--- src/rtl/mem_access_stage.sv ---
// mem_access_stage: data-memory access stage after the execute ALU.
// Non-memory ops and misaligned LW/SW retire one cycle after acceptance.
// Aligned LW/SW run a waitrequest handshake against the data port and
// retire one cycle after the transfer completes. Requests held by
// waitrequest for too long are dropped and reported as a bus error.
module mem_access_stage #(
  parameter int unsigned TIMEOUT_CYCLES = 255
) (
  input  logic        clk,
  input  logic        rst_n,
  input  logic        in_valid,
  output logic        in_ready,
  input  logic [5:0]  opcode,
  input  logic [31:0] alu_out,
  input  logic [31:0] store_data,
  input  logic [4:0]  dest_reg,
  input  logic        reg_write,
  output logic [31:0] mem_address,
  output logic        mem_read,
  output logic        mem_write,
  output logic [31:0] mem_writedata,
  output logic [3:0]  mem_byteenable,
  input  logic        mem_waitrequest,
  input  logic [31:0] mem_readdata,
  output logic        wb_valid,
  output logic [31:0] wb_data,
  output logic [4:0]  wb_reg,
  output logic        wb_write,
  output logic        addr_error,
  output logic        bus_error,
  output logic        stall
);

  localparam logic [5:0] OP_LW   = 6'b100011;
  localparam logic [5:0] OP_SW   = 6'b101011;
  localparam logic [7:0] TIMEOUT = 8'(TIMEOUT_CYCLES);

  typedef enum logic [1:0] {
    IDLE  = 2'd0,
    READ  = 2'd1,
    WRITE = 2'd2
  } state_t;

  state_t      state, state_next;
  logic [7:0]  wait_cnt, wait_cnt_next;
  logic [4:0]  pend_reg, pend_reg_next;

  logic [31:0] mem_address_next, mem_writedata_next;
  logic        mem_read_next, mem_write_next;
  logic [3:0]  mem_byteenable_next;
  logic        wb_valid_next, wb_write_next;
  logic [31:0] wb_data_next;
  logic [4:0]  wb_reg_next;
  logic        addr_error_next, bus_error_next;

  logic        is_mem_op, misaligned;

  // Handshake signals decoded from the state register only.
  assign in_ready   = (state == IDLE);
  assign stall      = in_valid & ~in_ready;
  assign is_mem_op  = (opcode == OP_LW) || (opcode == OP_SW);
  assign misaligned = (alu_out[1:0] != 2'b00);

  // Next-state and next-output decode for every registered output.
  always_comb begin
    // NOTE: every signal gets a default before the case so no path leaves
    // one unassigned; an unassigned path would infer a latch.
    state_next          = state;
    wait_cnt_next       = wait_cnt;
    pend_reg_next       = pend_reg;
    mem_address_next    = mem_address;
    mem_writedata_next  = mem_writedata;
    mem_read_next       = mem_read;
    mem_write_next      = mem_write;
    mem_byteenable_next = mem_byteenable;
    wb_valid_next       = 1'b0;
    wb_data_next        = wb_data;
    wb_reg_next         = wb_reg;
    wb_write_next       = wb_write;
    addr_error_next     = 1'b0;
    bus_error_next      = 1'b0;

    unique case (state)
      IDLE: begin
        if (in_valid) begin
          if (!is_mem_op) begin
            wb_valid_next = 1'b1;
            wb_data_next  = alu_out;
            wb_reg_next   = dest_reg;
            wb_write_next = reg_write;
          end else if (misaligned) begin
            wb_valid_next   = 1'b1;
            wb_data_next    = alu_out;
            wb_reg_next     = dest_reg;
            wb_write_next   = 1'b0;
            addr_error_next = 1'b1;
          end else begin
            mem_address_next    = alu_out;
            mem_byteenable_next = 4'b1111;
            pend_reg_next       = dest_reg;
            wait_cnt_next       = 8'd0;
            if (opcode == OP_LW) begin
              mem_read_next = 1'b1;
              state_next    = READ;
            end else begin
              mem_write_next     = 1'b1;
              mem_writedata_next = store_data;
              state_next         = WRITE;
            end
          end
        end
      end

      READ, WRITE: begin
        if (!mem_waitrequest || (wait_cnt == TIMEOUT)) begin
          // Transfer finished or abandoned: release the bus and retire.
          mem_read_next       = 1'b0;
          mem_write_next      = 1'b0;
          mem_byteenable_next = 4'b0000;
          state_next          = IDLE;
          wb_valid_next       = 1'b1;
          wb_reg_next         = pend_reg;
          if (mem_waitrequest) begin
            wb_write_next  = 1'b0;
            bus_error_next = 1'b1;
          end else begin
            wb_write_next = (state == READ);
            if (state == READ) begin
              wb_data_next = mem_readdata;
            end
          end
        end else begin
          wait_cnt_next = wait_cnt + 8'd1;
        end
      end

      default: begin
        state_next = IDLE;
      end
    endcase
  end

  // State and output registers; reset drops any request at once.
  always_ff @(posedge clk or negedge rst_n) begin
    if (!rst_n) begin
      state          <= IDLE;
      wait_cnt       <= 8'd0;
      pend_reg       <= 5'd0;
      mem_address    <= 32'd0;
      mem_writedata  <= 32'd0;
      mem_read       <= 1'b0;
      mem_write      <= 1'b0;
      mem_byteenable <= 4'b0000;
      wb_valid       <= 1'b0;
      wb_data        <= 32'd0;
      wb_reg         <= 5'd0;
      wb_write       <= 1'b0;
      addr_error     <= 1'b0;
      bus_error      <= 1'b0;
    end else begin
      // NOTE: non-blocking assignments so every register samples the
      // pre-edge values computed above, independent of statement order.
      state          <= state_next;
      wait_cnt       <= wait_cnt_next;
      pend_reg       <= pend_reg_next;
      mem_address    <= mem_address_next;
      mem_writedata  <= mem_writedata_next;
      mem_read       <= mem_read_next;
      mem_write      <= mem_write_next;
      mem_byteenable <= mem_byteenable_next;
      wb_valid       <= wb_valid_next;
      wb_data        <= wb_data_next;
      wb_reg         <= wb_reg_next;
      wb_write       <= wb_write_next;
      addr_error     <= addr_error_next;
      bus_error      <= bus_error_next;
    end
  end

endmodule

--- config.mk ---
export PLATFORM = sky130hd
export DESIGN_NAME = mem_access_stage
export DESIGN_NICKNAME = d
export VERILOG_FILES = /design/src/rtl/mem_access_stage.sv
export SDC_FILE = /design/constraint.sdc
export NUM_CORES = 1
export LEC_CHECK = 0
export CORE_UTILIZATION = 35
export CTS_CLUSTER_SIZE = 14
export DETAILED_ROUTE_END_ITERATION = 8
export DONT_BUFFER_PORTS = 1
export GPL_TIMING_DRIVEN = 0
export PLACE_DENSITY = 0.58
export SKIP_CTS_REPAIR_TIMING = 1
export SLEW_MARGIN = 5
export SYNTH_ARGS = -nofsm -noshare
export SYNTH_HDL_FRONTEND = slang
export SYNTH_SLANG_ARGS = --single-unit
--- constraint.sdc ---
create_clock -name clk -period 2.1 [get_ports clk]
set_input_delay 0.42 -clock clk [delete_from_list [all_inputs] [get_ports clk]]
set_output_delay 0.42 -clock clk [all_outputs]
set_load 0.02 [all_outputs]
==> summary.md, run 1 <==
STA classifies the critical path startpoint as a flip-flop. Count of state elements after synthesis: 123. The run finished, with violations left. Floorplan row count: 44.

The startpoint identified for the worst register-to-register timing path is state[1]. For this design the ratio of total power to cell area is 1380 nW/µm². The tools report the net count of the finished layout as 587. Compared with the post-synthesis result, the final layout area differs by 23.0%.

The via count of the first global-routing pass was 3,447; the average vias per placed instance was 5.43. Synthesis produced 442 cells. Counting tap cells, the placed design contains a total of 626 instances.

The number of cells in the finished layout apart from fillers came out at 667. Data on the critical path arrives at its endpoint at 2.36 ns. Entering global routing, the biggest net connects 124 pins.

Setup violations remaining at the end of the flow were counted as 0. The fraction of the cycle the final worst path needs was 98.3%. Global routing consumed, over all layers together, 16.6% of the routing resources. The clock root buffer was sky130_fd_sc_hd__clkbuf_16. The fraction of registers with async set/reset was 100%; the proportion of netlist area held by the largest area contributor was 59.0%. The remaining design rule violation count is 0, and the wire length per cell is 20.5 µm. The routed design could run at a clock period as short as 2.06 ns. The post-synthesis area per instance came out at 11.8 µm².

The count of antenna-violating nets left after detailed routing came out at 0. The type of the setup path with the least slack is reg -> reg. Yosys mapped the design onto 42 distinct sky130hd cell types.

The largest registers in the layout are mem_address (32), mem_writedata (32), wb_data (32). For this run, the number of Yosys warnings is 0. The tools report the leakage power figure as 3.02 nW. For this configuration, the core starts out at a cell density of 35.9%. Start point of the critical path: state[1]. TritonCTS built the clock tree.

The clock passes through at most 2 buffers. The final route contains 3,623 vias. The run gives 64.9% as the remaining max-slew budget at the tightest pin. The die is 124 µm wide. Dominant cell type by area after synthesis: sky130_fd_sc_hd__dfrtp_1. The total nets after synthesis is 559, and the area enclosed by the die boundary is 15,400 µm².

The run gives 0.00888 W as the total chip power. The die is 124 µm tall. For the worst flop-to-flop path, the logic depth is 8. For the cell area after synthesis, the log shows 5210 µm². The library cell used most frequently in the layout, excluding fill and tap cells, is sky130_fd_sc_hd__dfrtp_1. The total of buffers placed on input and output ports is 0. The final estimated routing congestion in global placement is 0.827. The checks that failed: negative hold slack. For the number of sinks handled by clock tree synthesis, the log shows 123.

After floorplanning, the core was sized to cover 14,500 µm². The worst slack at placement is -0.432 ns, and the H-tree depth is 4. After synthesis, the cell types taking the most area are sky130_fd_sc_hd__dfrtp_1 (59%), sky130_fd_sc_hd__mux2_2 (14%), sky130_fd_sc_hd__o22ai_1 (4.6%), sky130_fd_sc_hd__a21oi_1 (4.0%), sky130_fd_sc_hd__inv_1 (3.1%). Final global-route overflow total: 0.

Number of DRC markers in iteration 0: 202. Clock latency on the worst-skew pair, taken at its later pin, is 0.42 ns. The final-layout setup total negative slack was 0 ns; the final-report max-slew violation count was 0. In the layout the commonest cells are sky130_fd_sc_hd__dfrtp_1 (122), sky130_fd_sc_hd__a21oi_1 (42), sky130_fd_sc_hd__inv_1 (41). For the pin with the worst max-slew slack, the measured transition is 0.525 ns. Top fanout value on the critical path: 8. Across the VDD grid, the largest voltage drop is 0.000692 V. The routed design has 13.7 mm of wire. Between clock sinks in the finished design, the worst skew comes to 0.00636 ns. The initial antenna violation count was 1; the post-synthesis sequential area ratio was 59.0%.

Based on the critical path, the design can be clocked at up to 484 MHz. The worst setup path is captured at a flip-flop. Once routing completed, OpenROAD measured the worst setup slack at 0.0357 ns. The clock-pin slew on the worst setup and hold paths is 0.06 ns, and the count of final hold-check violations is 123. Data on the critical path is required at its endpoint by 2.40 ns. The I/O pin count is 225, and the layout cell share with drive strength beyond 1 is 29.7%. The first global-routing pass estimated 18.7 mm of wire.

The worst hold slack after final layout was -0.307 ns. The first detailed-routing pass ran for 4 iterations. For the number of buffers inserted during clock tree synthesis, the log shows 17. Across the run, the number of max-cap violations was 0. The synthesized design contains 0 enable-type register cells. Setup repair after global routing could not meet its margin everywhere. The classification of the worst-slack hold path was in -> async. For this run, the leading register cell type out of synthesis is sky130_fd_sc_hd__dfrtp_1. After legalization and detailed placement, the total HPWL measured 9.45 mm.
-- final cells by class --
| cell class | count | area [µm²] |
|---|---|---|
| inverter | 43 | 161 |
| buffer | 26 | 205 |
| fill | 1328 | 8120 |
| multi-input combinational | 249 | 2030 |
| tap | 184 | 230 |
| clock inverter | 10 | 92.6 |
| sequential | 123 | 3080 |
| timing repair buffer | 10 | 139 |
| antenna | 1 | 2.50 |
| clock buffer | 21 | 470 |
-- power by group --
group / internal (W) / total, W / switching, W
Clock: 0.00171 / 0.00278 / 0.00106
Sequential: 0.00293 / 0.00403 / 0.00110
Combinational: 0.000877 / 0.00206 / 0.00119
-- synth_stat cells, types with 2 or more instances --
master	instances
sky130_fd_sc_hd__buf_4	3
sky130_fd_sc_hd__a31oi_1	3
sky130_fd_sc_hd__mux2_2	63
sky130_fd_sc_hd__a221oi_1	5
sky130_fd_sc_hd__o21a_1	2
sky130_fd_sc_hd__clkbuf_1	10
sky130_fd_sc_hd__o22ai_1	38
sky130_fd_sc_hd__nand3_1	7
sky130_fd_sc_hd__ha_1	5
sky130_fd_sc_hd__nand4_1	5
sky130_fd_sc_hd__o31ai_1	5
sky130_fd_sc_hd__nor3_1	4
sky130_fd_sc_hd__nor2_1	14
sky130_fd_sc_hd__inv_1	43
sky130_fd_sc_hd__a21oi_1	42
sky130_fd_sc_hd__nand2_1	16
sky130_fd_sc_hd__or2_1	2
sky130_fd_sc_hd__and2_1	3
sky130_fd_sc_hd__or3_1	2
sky130_fd_sc_hd__o21ai_0	13
sky130_fd_sc_hd__buf_2	11
sky130_fd_sc_hd__a41oi_1	2
sky130_fd_sc_hd__dfrtp_1	123
sky130_fd_sc_hd__buf_6	3
-- cells by family (layout without fill, tap and decap cells) --
kind of cell,after synthesis,after routing,synth area share [%]
compound gates,117,117,13.5
fa+ha+maj,5,5,1.20
buf+inv,70,110,5.95
flops,123,123,59.0
mux,63,63,13.6
other cells,0,1,0
simple gates,64,64,6.70
-- worst max-delay path, stage by stage, from the launching register on --
cell and delay, ns:
sky130_fd_sc_hd__dfrtp_1 0.42, sky130_fd_sc_hd__inv_2 0.11, sky130_fd_sc_hd__ha_4 0.24, sky130_fd_sc_hd__nand2_2 0.07, sky130_fd_sc_hd__or2_1 0.22, sky130_fd_sc_hd__buf_6 0.14, sky130_fd_sc_hd__nor2_8 0.25, sky130_fd_sc_hd__clkbuf_16 0.21
sky130_fd_sc_hd__mux2_4 0.29
-- metal layers --
layer  track usage, %  wire (µm)  up-vias
met4             8.78        278        2
met3             6.36       1180       29
li1                 -          -     1634
met2             25.6       6610      157
met5                0         11        -
met1             20.0       5610     1801
-- path summary, 6_finish.rpt --
path,end,slack [ns]
max reg2reg,mem_writedata[20],0.04
min in group clk,mem_writedata[26],0.15
max in group asynchronous,wb_data[10],2.09
min,wb_data[28],-0.31
min reg2reg,pend_reg[1],0.48
max,mem_writedata[20],0.04
-- per-stage QoR --
step	util, %	cell area, µm²
after CTS	41.3	6010
final	44.1	6410
after global placement	37.5	5440
after global routing	44.1	6410
after detailed placement	37.5	5440
after floorplan	-	5210
Power figures use the tool's default switching activity.
==> run 2, diff against run 1 <==
CORE_UTILIZATION = 50   (was 35)
PLACE_DENSITY = 0.75   (was 0.58)
==> run 2 against run 1 <==
Hold slack worse by 0.094 ns; first-iteration DRC count rose by 75%; fmax shrank 1.0%; the flow still finishes with violations (negative hold slack); routed wire length rose by 1.7%; sequential cell count is the same; via count increased by 5.9%; power up 5.1%; worst setup slack got worse by 0.022 ns; critical path depth grew 1; critical endpoint is now wb_data[24]; final area increased by 1.8%; count of clock-buffer cells in the layout fell by 3; highest routed layer is now met4; register-to-register slack worse by 0.02 ns.
==> summary.md, run 2 (synthesis gave the netlist of run 1 again) <==
The flow ran to the end, but the final reports show violations. The final reports fail on negative hold slack. The number of cells on the worst reg-to-reg path is 9.

The final-report max-slew violation count is 0. Cells fill 65.6% of the core in the end. The startpoint of the lowest-slack register-to-register path was state[1]. The first global-routing pass estimated 20.0 mm of wire. From bottom edge to top edge, the die measures 104 µm.

The worst pin sits at a relative slew slack of 67.5%. Worst hold slack after final layout: -0.401 ns. The most frequent standard cell in the layout excluding fill and tap cells is sky130_fd_sc_hd__dfrtp_1. On the final layout, the worst clock skew is 0.00626 ns.

The run gives 2 as the maximum clock path buffer count. Cell area after placement: 5380 µm². The logs give 2.52 ns for the signal arrival time at the worst endpoint and 596 for the net count of the finished layout. Tracing the worst setup path back leads to its startpoint at state[1]. For the max-cap check violation count, the log shows 0.

The delay of the slowest cell on the worst path was 0.40 ns; the post-route standard cell area excluding fillers was 6530 µm². Leaving out fill and tap cells, the most frequent cells in the layout are sky130_fd_sc_hd__dfrtp_1 (122), sky130_fd_sc_hd__mux2_2 (47), sky130_fd_sc_hd__a21oi_1 (42). Of the total power, registers draw 43.3%. The worst hold path belongs to the class in -> async.

Setup violations remaining at the end of the flow were counted as 0. The layout-stage area growth over the synthesis result came out at 25.2%. The total of buffers placed on input and output ports was 0. The setup check on the worst reg-to-reg path leaves a slack of 0.01 ns.

The count of final hold-check violations is 123, and the shortest period the worst path allows is 2.09 ns. Counting tap cells, the placed design contains a total of 575 instances. In the final layout, the registers with the most flip-flops are mem_address (32), mem_writedata (32), wb_data (32). The initial antenna violation count was 0. The critical path goes through inv_2, ha_2, mux2_4, nor2_4, buf_4, o211ai_1, buf_4, clkdlybuf4s15_2, a21oi_1.

The first TritonRoute pass finished after 5 iterations. The clock-pin slew on the worst setup and hold paths came out at 0.06 ns. The number of cells in the finished layout apart from fillers came out at 625. The worst setup path is launched from a flip-flop.

Chip width: 104 µm. The post-route netlist has 36.0% of its cells at a drive strength greater than 1. Setup repair after global routing could not meet its margin everywhere. The tools report the starting density of the core as 52.4%.

The tools report the final estimated routing congestion in global placement as 0.845. The clock root buffer is sky130_fd_sc_hd__clkbuf_8. The critical path data required time was 2.54 ns; the top fanout value on the critical path was 6.

The logs give 10,800 µm² for the area enclosed by the die boundary and 30.7% for the fraction of power consumed by the clock network. Setup slack on the critical path of the routed design comes to 0.0142 ns. The worst setup path is captured at a flip-flop.

The total global-route track usage is 24.2%, and the count of antenna-violating nets left after detailed routing is 0. The number of clock buffers added by TritonCTS is 17. For this design the static power due to leakage is 3.09 nW. The capturing point of the worst reg2reg path was wb_data[24]. The total half-perimeter wirelength after legalization and detailed placement is 9.11 mm. In the routed design, unresolved DRC markers number 0. For the worst-skew pair, the clock arrives at the later sink with an insertion delay of 0.51 ns. In this run the power spent charging and discharging nets is 0.00357 W. The type of the setup path with the least slack was reg -> reg. In this run, the number of DRC markers left after iteration 0 of detailed routing was 354.

The worst-case IR drop observed on VDD is 0.000680 V. The core footprint came out at 9950 µm². The repair_antennas step left the layout with diodes totalling 0. The internal portion of the total power is 0.00576 W. The average vias per placed instance works out to 6.14. The vias after detailed routing was 3,837.

The via count of the first global-routing pass is 3,682. Based on the critical path, the design can be clocked at up to 479 MHz. Combinational cells account for 26.0% of the total power.

TritonCTS built the clock tree. For the final global-route overflow total, the log shows 0. Adding up every negative setup slack in the final design gives 0 ns. Row generation in the floorplan step produced 36 rows.

The layout has 726 filler cells. The routed wire length was 13.9 mm; the worst-margin pin slew was 0.487 ns. The slowest stage of the critical path is the sky130_fd_sc_hd__dfrtp_1 cell. The switching power as a share of total power is 38.2%, and the worst slack at placement is -0.390 ns. Entering global routing, the biggest net connects 124 pins.

The fraction of the cycle the final worst path needs is 99.3%. In this run the worst setup path terminates at wb_data[24]. The clock net in this run drives a total of 123 sinks. Power per standard cell area: 1430 nW/µm².

The H-tree generated during clock tree synthesis spans 4 levels. The cell type with the highest occurrence count on the critical path is sky130_fd_sc_hd__buf_4. The I/O pin count was 225; the wire length per cell was 22.3 µm.
-- run 2: stage by stage --
stage          hold WS (ns)  total power [W]
4_1_cts              -0.427          0.00877
3_5_place_dp          0.128          0.00586
3_3_place_gp          0.127          0.00575
5_1_grt              -0.433          0.00975
2_1_floorplan         0.124          0.00529
6_report             -0.401          0.00933
-- run 2: power by group through the flow --
stage / logic, W / clock network [W] / registers (W)
2_1_floorplan: 0.00140 / 0 / 0.00389
3_3_place_gp: 0.00171 / 0 / 0.00405
3_5_place_dp: 0.00179 / 0 / 0.00407
4_1_cts: 0.00180 / 0.00293 / 0.00404
5_1_grt: 0.00265 / 0.00301 / 0.00408
6_report: 0.00242 / 0.00286 / 0.00404
-- run 2: final cells by class --
class                      instances  area (µm²)  area share (%)
sequential                       123        3080            47.2
multi-input combinational        249        2100            32.2
clock buffer                      18         428            6.55
timing repair buffer              20         221            3.39
buffer                            25         214            3.28
tap                              133         166            2.55
inverter                          43         161            2.47
clock inverter                    14         159            2.43
-- run 2: worst min-delay path by stage --
stage | from | to | slack (ns)
CTS | rst_n | mem_writedata[10] | -0.43
finish | rst_n | mem_address[27] | -0.40
global placement | rst_n | mem_writedata[6] | 0.13
detailed placement | rst_n | mem_writedata[10] | 0.13
floorplan | rst_n | addr_error | 0.12
global route | rst_n | mem_address[27] | -0.43
-- run 2: critical path, delay by kind of cell (launching register included) --
kind / cells / cell delay [ns]
AND/OR/NAND/NOR: 1 / 0.15
flip-flops: 1 / 0.40
adder cells (fa/ha/maj): 1 / 0.19
AO/OA/AOI/OAI: 2 / 0.27
multiplexers: 1 / 0.32
buffers and inverters: 4 / 0.68
-- run 2: layer usage --
metal  vias to the layer above  routed length, µm  track usage (%)
li1                       1650                  -                -
met1                      1914               5240             28.0
met2                       233               7140             39.8
met3                        40               1110             8.21
met4                         0                434             12.7
met5                         -                  0                0
==> run 3, diff against run 2 <==
--- a/config.mk
+++ b/config.mk
@@ -12,2 +12,3 @@
 export GPL_TIMING_DRIVEN = 0
+export MAX_ROUTING_LAYER = met4
 export PLACE_DENSITY = 0.75
==> constraint.sdc (replaced) <==
create_clock -name clk -period 2.1 [get_ports clk]
set_input_delay 0.105 -clock clk [delete_from_list [all_inputs] [get_ports clk]]
set_output_delay 0.105 -clock clk [all_outputs]
set_load 0.02 [all_outputs]
==> run 3 against run 2 <==
The run ends with negative hold slack, negative setup slack left; hold slack got worse by 0.32 ns; fmax decreased by 2.5%; register-to-register slack got worse by 0.05 ns; combinational power increased by 9.1%; clock skew increased by 0.0011 ns; count of clock-buffer cells in the layout unchanged; routed wire length increased by 21%; final area increased by 14%; critical path depth unchanged; die area unchanged; sequential share of layout area decreased by 5.9 points; sequential cell count unchanged; critical path type unchanged; critical endpoint is now wb_data[28]; highest routed layer unchanged.
==> summary.md, run 3 (synthesis gave the netlist of run 1 again) <==
The run finished, with violations left. The final reports fail on negative hold slack, negative setup slack. The library cells used most frequently in the layout, excluding fill and tap cells, are sky130_fd_sc_hd__dfrtp_1 (122), sky130_fd_sc_hd__dlygate4sd3_1 (105), sky130_fd_sc_hd__mux2_2 (61). CTS saw 123 sinks. The first global-routing pass estimated 20.0 mm of wire.

The total of buffers placed on input and output ports was 0; the layout cell share with drive strength beyond 1 was 28.5%. In this run the standard cell core region covers 9950 µm². For this run the aggregate overflow at the end of global routing stands at 0. The tools report the area enclosed by the die boundary as 10,800 µm². The tools report the kind of start point of the critical path as a flip-flop. The routing usage on met2 is 39.8%, and the signal arrival time at the worst endpoint is 2.57 ns.

For this block, the via count after detailed routing is 4,400. Across the run, the number of max-cap violations was 0. The layout-stage area growth over the synthesis result was 43.0%. The source-to-sink clock delay at the later pin of the worst-skew pair is 0.52 ns. Summed over all failing endpoints, the final setup total negative slack is -0.128 ns. Once detail routing completed, the nets flagged for antenna violations numbered 0. The H-tree depth is 4, and the worst-margin pin slew is 0.527 ns. The leakage power figure was 3.48 nW; the remaining max-slew budget at the tightest pin was 64.6%. Entering global routing, the biggest net connects 124 pins. No sink is reached through more buffers than the 2 on the longest clock path. The final-report max-slew violation count was 0; the starting density of the core was 52.4%. For the initial antenna violation count, the log shows 1. The largest registers in the layout are mem_address (32), mem_writedata (32), wb_data (32). The floorplan row count came out at 36. The smallest setup slack after layout was -0.0384 ns; the fraction of the cycle the final worst path needs was 102%. Clock skew on the completed layout was measured at 0.00732 ns. The worst hold path belongs to the class in -> async.

After legalization and detailed placement, the total HPWL measured 9.11 mm. The via count of the first global-routing pass was 3,685; the upper clock frequency limit was 468 MHz. At the worst endpoint, the required time is 2.54 ns.

The chip width came out at 104 µm. For the worst slack at placement, the log shows -0.390 ns. Global routing consumed, over all layers together, 24.9% of the routing resources. After layout, the minimum clock period comes to 2.14 ns. The worst setup path is captured at a flip-flop. Leaving out fill and tap cells, the most frequent cell in the layout is sky130_fd_sc_hd__dfrtp_1. Setup repair after global routing could not meet its margin everywhere. In this run the most used layer during global routing was met2. IR analysis of the VDD net gives a maximum drop of 0.000686 V.

The die is 104 µm tall. After detailed routing, the average wire length per cell comes to 23.1 µm. For the routed wire length, the log shows 16.8 mm. The number of iterations in the first detailed-routing pass was 5.

The cell sitting at the root of the clock tree is a sky130_fd_sc_hd__clkbuf_8. TritonCTS built the clock tree. Using the TritonRoute via totals, the vias-per-cell ratio works out to 6.06. The top fanout value on the critical path was 6; the total setup violations reported at the end of the flow was 6. Global routing used 28.1% of the available met1 tracks.

The net count of the finished layout came out at 696. For the met3 capacity usage during global routing, the log shows 8.83%. The number of cells on the worst reg-to-reg path works out to 9.

The worst hold slack after final layout was -0.724 ns. In this run the power density over the cells is 1290 nW/µm². For this design the top-level I/O count stands at 225.

Type of the setup path with the least slack: reg -> reg. For this run, design rule violations remaining after detail routing come to 0. Buffers inserted during clock tree synthesis total 17.

The clock-pin slew on the worst setup and hold paths was 0.07 ns. The number of DRC markers in iteration 0 was 255. The count of final hold-check violations was 124.

For the final estimated routing congestion in global placement, the log shows 0.858.
[run 3: changes by cell type in the layout (fill, tap and decap cells not counted), sizes merged]
cell         previous run  this run
dlygate4sd3             0       105
buf                    36        32
clkbuf                 26        25
diode                   0         1
[run 3: per-layer routing]
layer / up-vias / routed length (µm)
met5: - / 0
met4: 0 / 852
met3: 83 / 1210
met2: 284 / 8710
met1: 2177 / 6030
li1: 1856 / -
[run 3: path summary, 6_finish.rpt]
kind,endpoint,from,slack [ns]
max,wb_data[28],state[1],-0.04
min,mem_writedata[10],rst_n,-0.72
max reg2reg,wb_data[28],state[1],-0.04
min reg2reg,pend_reg[4],pend_reg[4],0.50
max in group asynchronous,pend_reg[0],rst_n,2.66
min in group clk,mem_writedata[17],store_data[17],-0.24
[run 3: layout make-up]
cell class	instances	area [µm²]
plain buffers	25	214
multi-input cells	249	2030
diodes	1	2.50
fillers	605	2500
clock inverters	14	159
well taps	133	166
flip-flops and latches	123	3080
repair buffers	120	1220
clock buffers	18	428
inverters	43	161
[run 3: power breakdown]
| part | switching, W | internal, W | leakage, nW |
|---|---|---|---|
| Clock | 0.00116 | 0.00175 | 0.277 |
| Sequential | 0.00115 | 0.00293 | 1.58 |
| Combinational | 0.00147 | 0.00118 | 1.62 |
[run 3: through the flow]
stage               total power (W)  cells  area (µm²)  utilization, %
floorplan                   0.00529    442        5210               -
global placement            0.00575    575        5380            54.0
detailed placement          0.00586    575        5380            54.0
CTS                         0.00877    607        5970            59.9
global route                 0.0100    726        7460            74.9
finish                      0.00963    726        7460            74.9
[run 3: critical path: stages, from the launching register on]
cell	delay, ns
sky130_fd_sc_hd__dfrtp_1	0.40
sky130_fd_sc_hd__inv_2	0.10
sky130_fd_sc_hd__ha_2	0.19
sky130_fd_sc_hd__mux2_4	0.32
sky130_fd_sc_hd__nor2_4	0.15
sky130_fd_sc_hd__buf_4	0.12
sky130_fd_sc_hd__o211ai_1	0.10
sky130_fd_sc_hd__buf_4	0.20
sky130_fd_sc_hd__clkdlybuf4s15_2	0.26
sky130_fd_sc_hd__a21oi_1	0.20
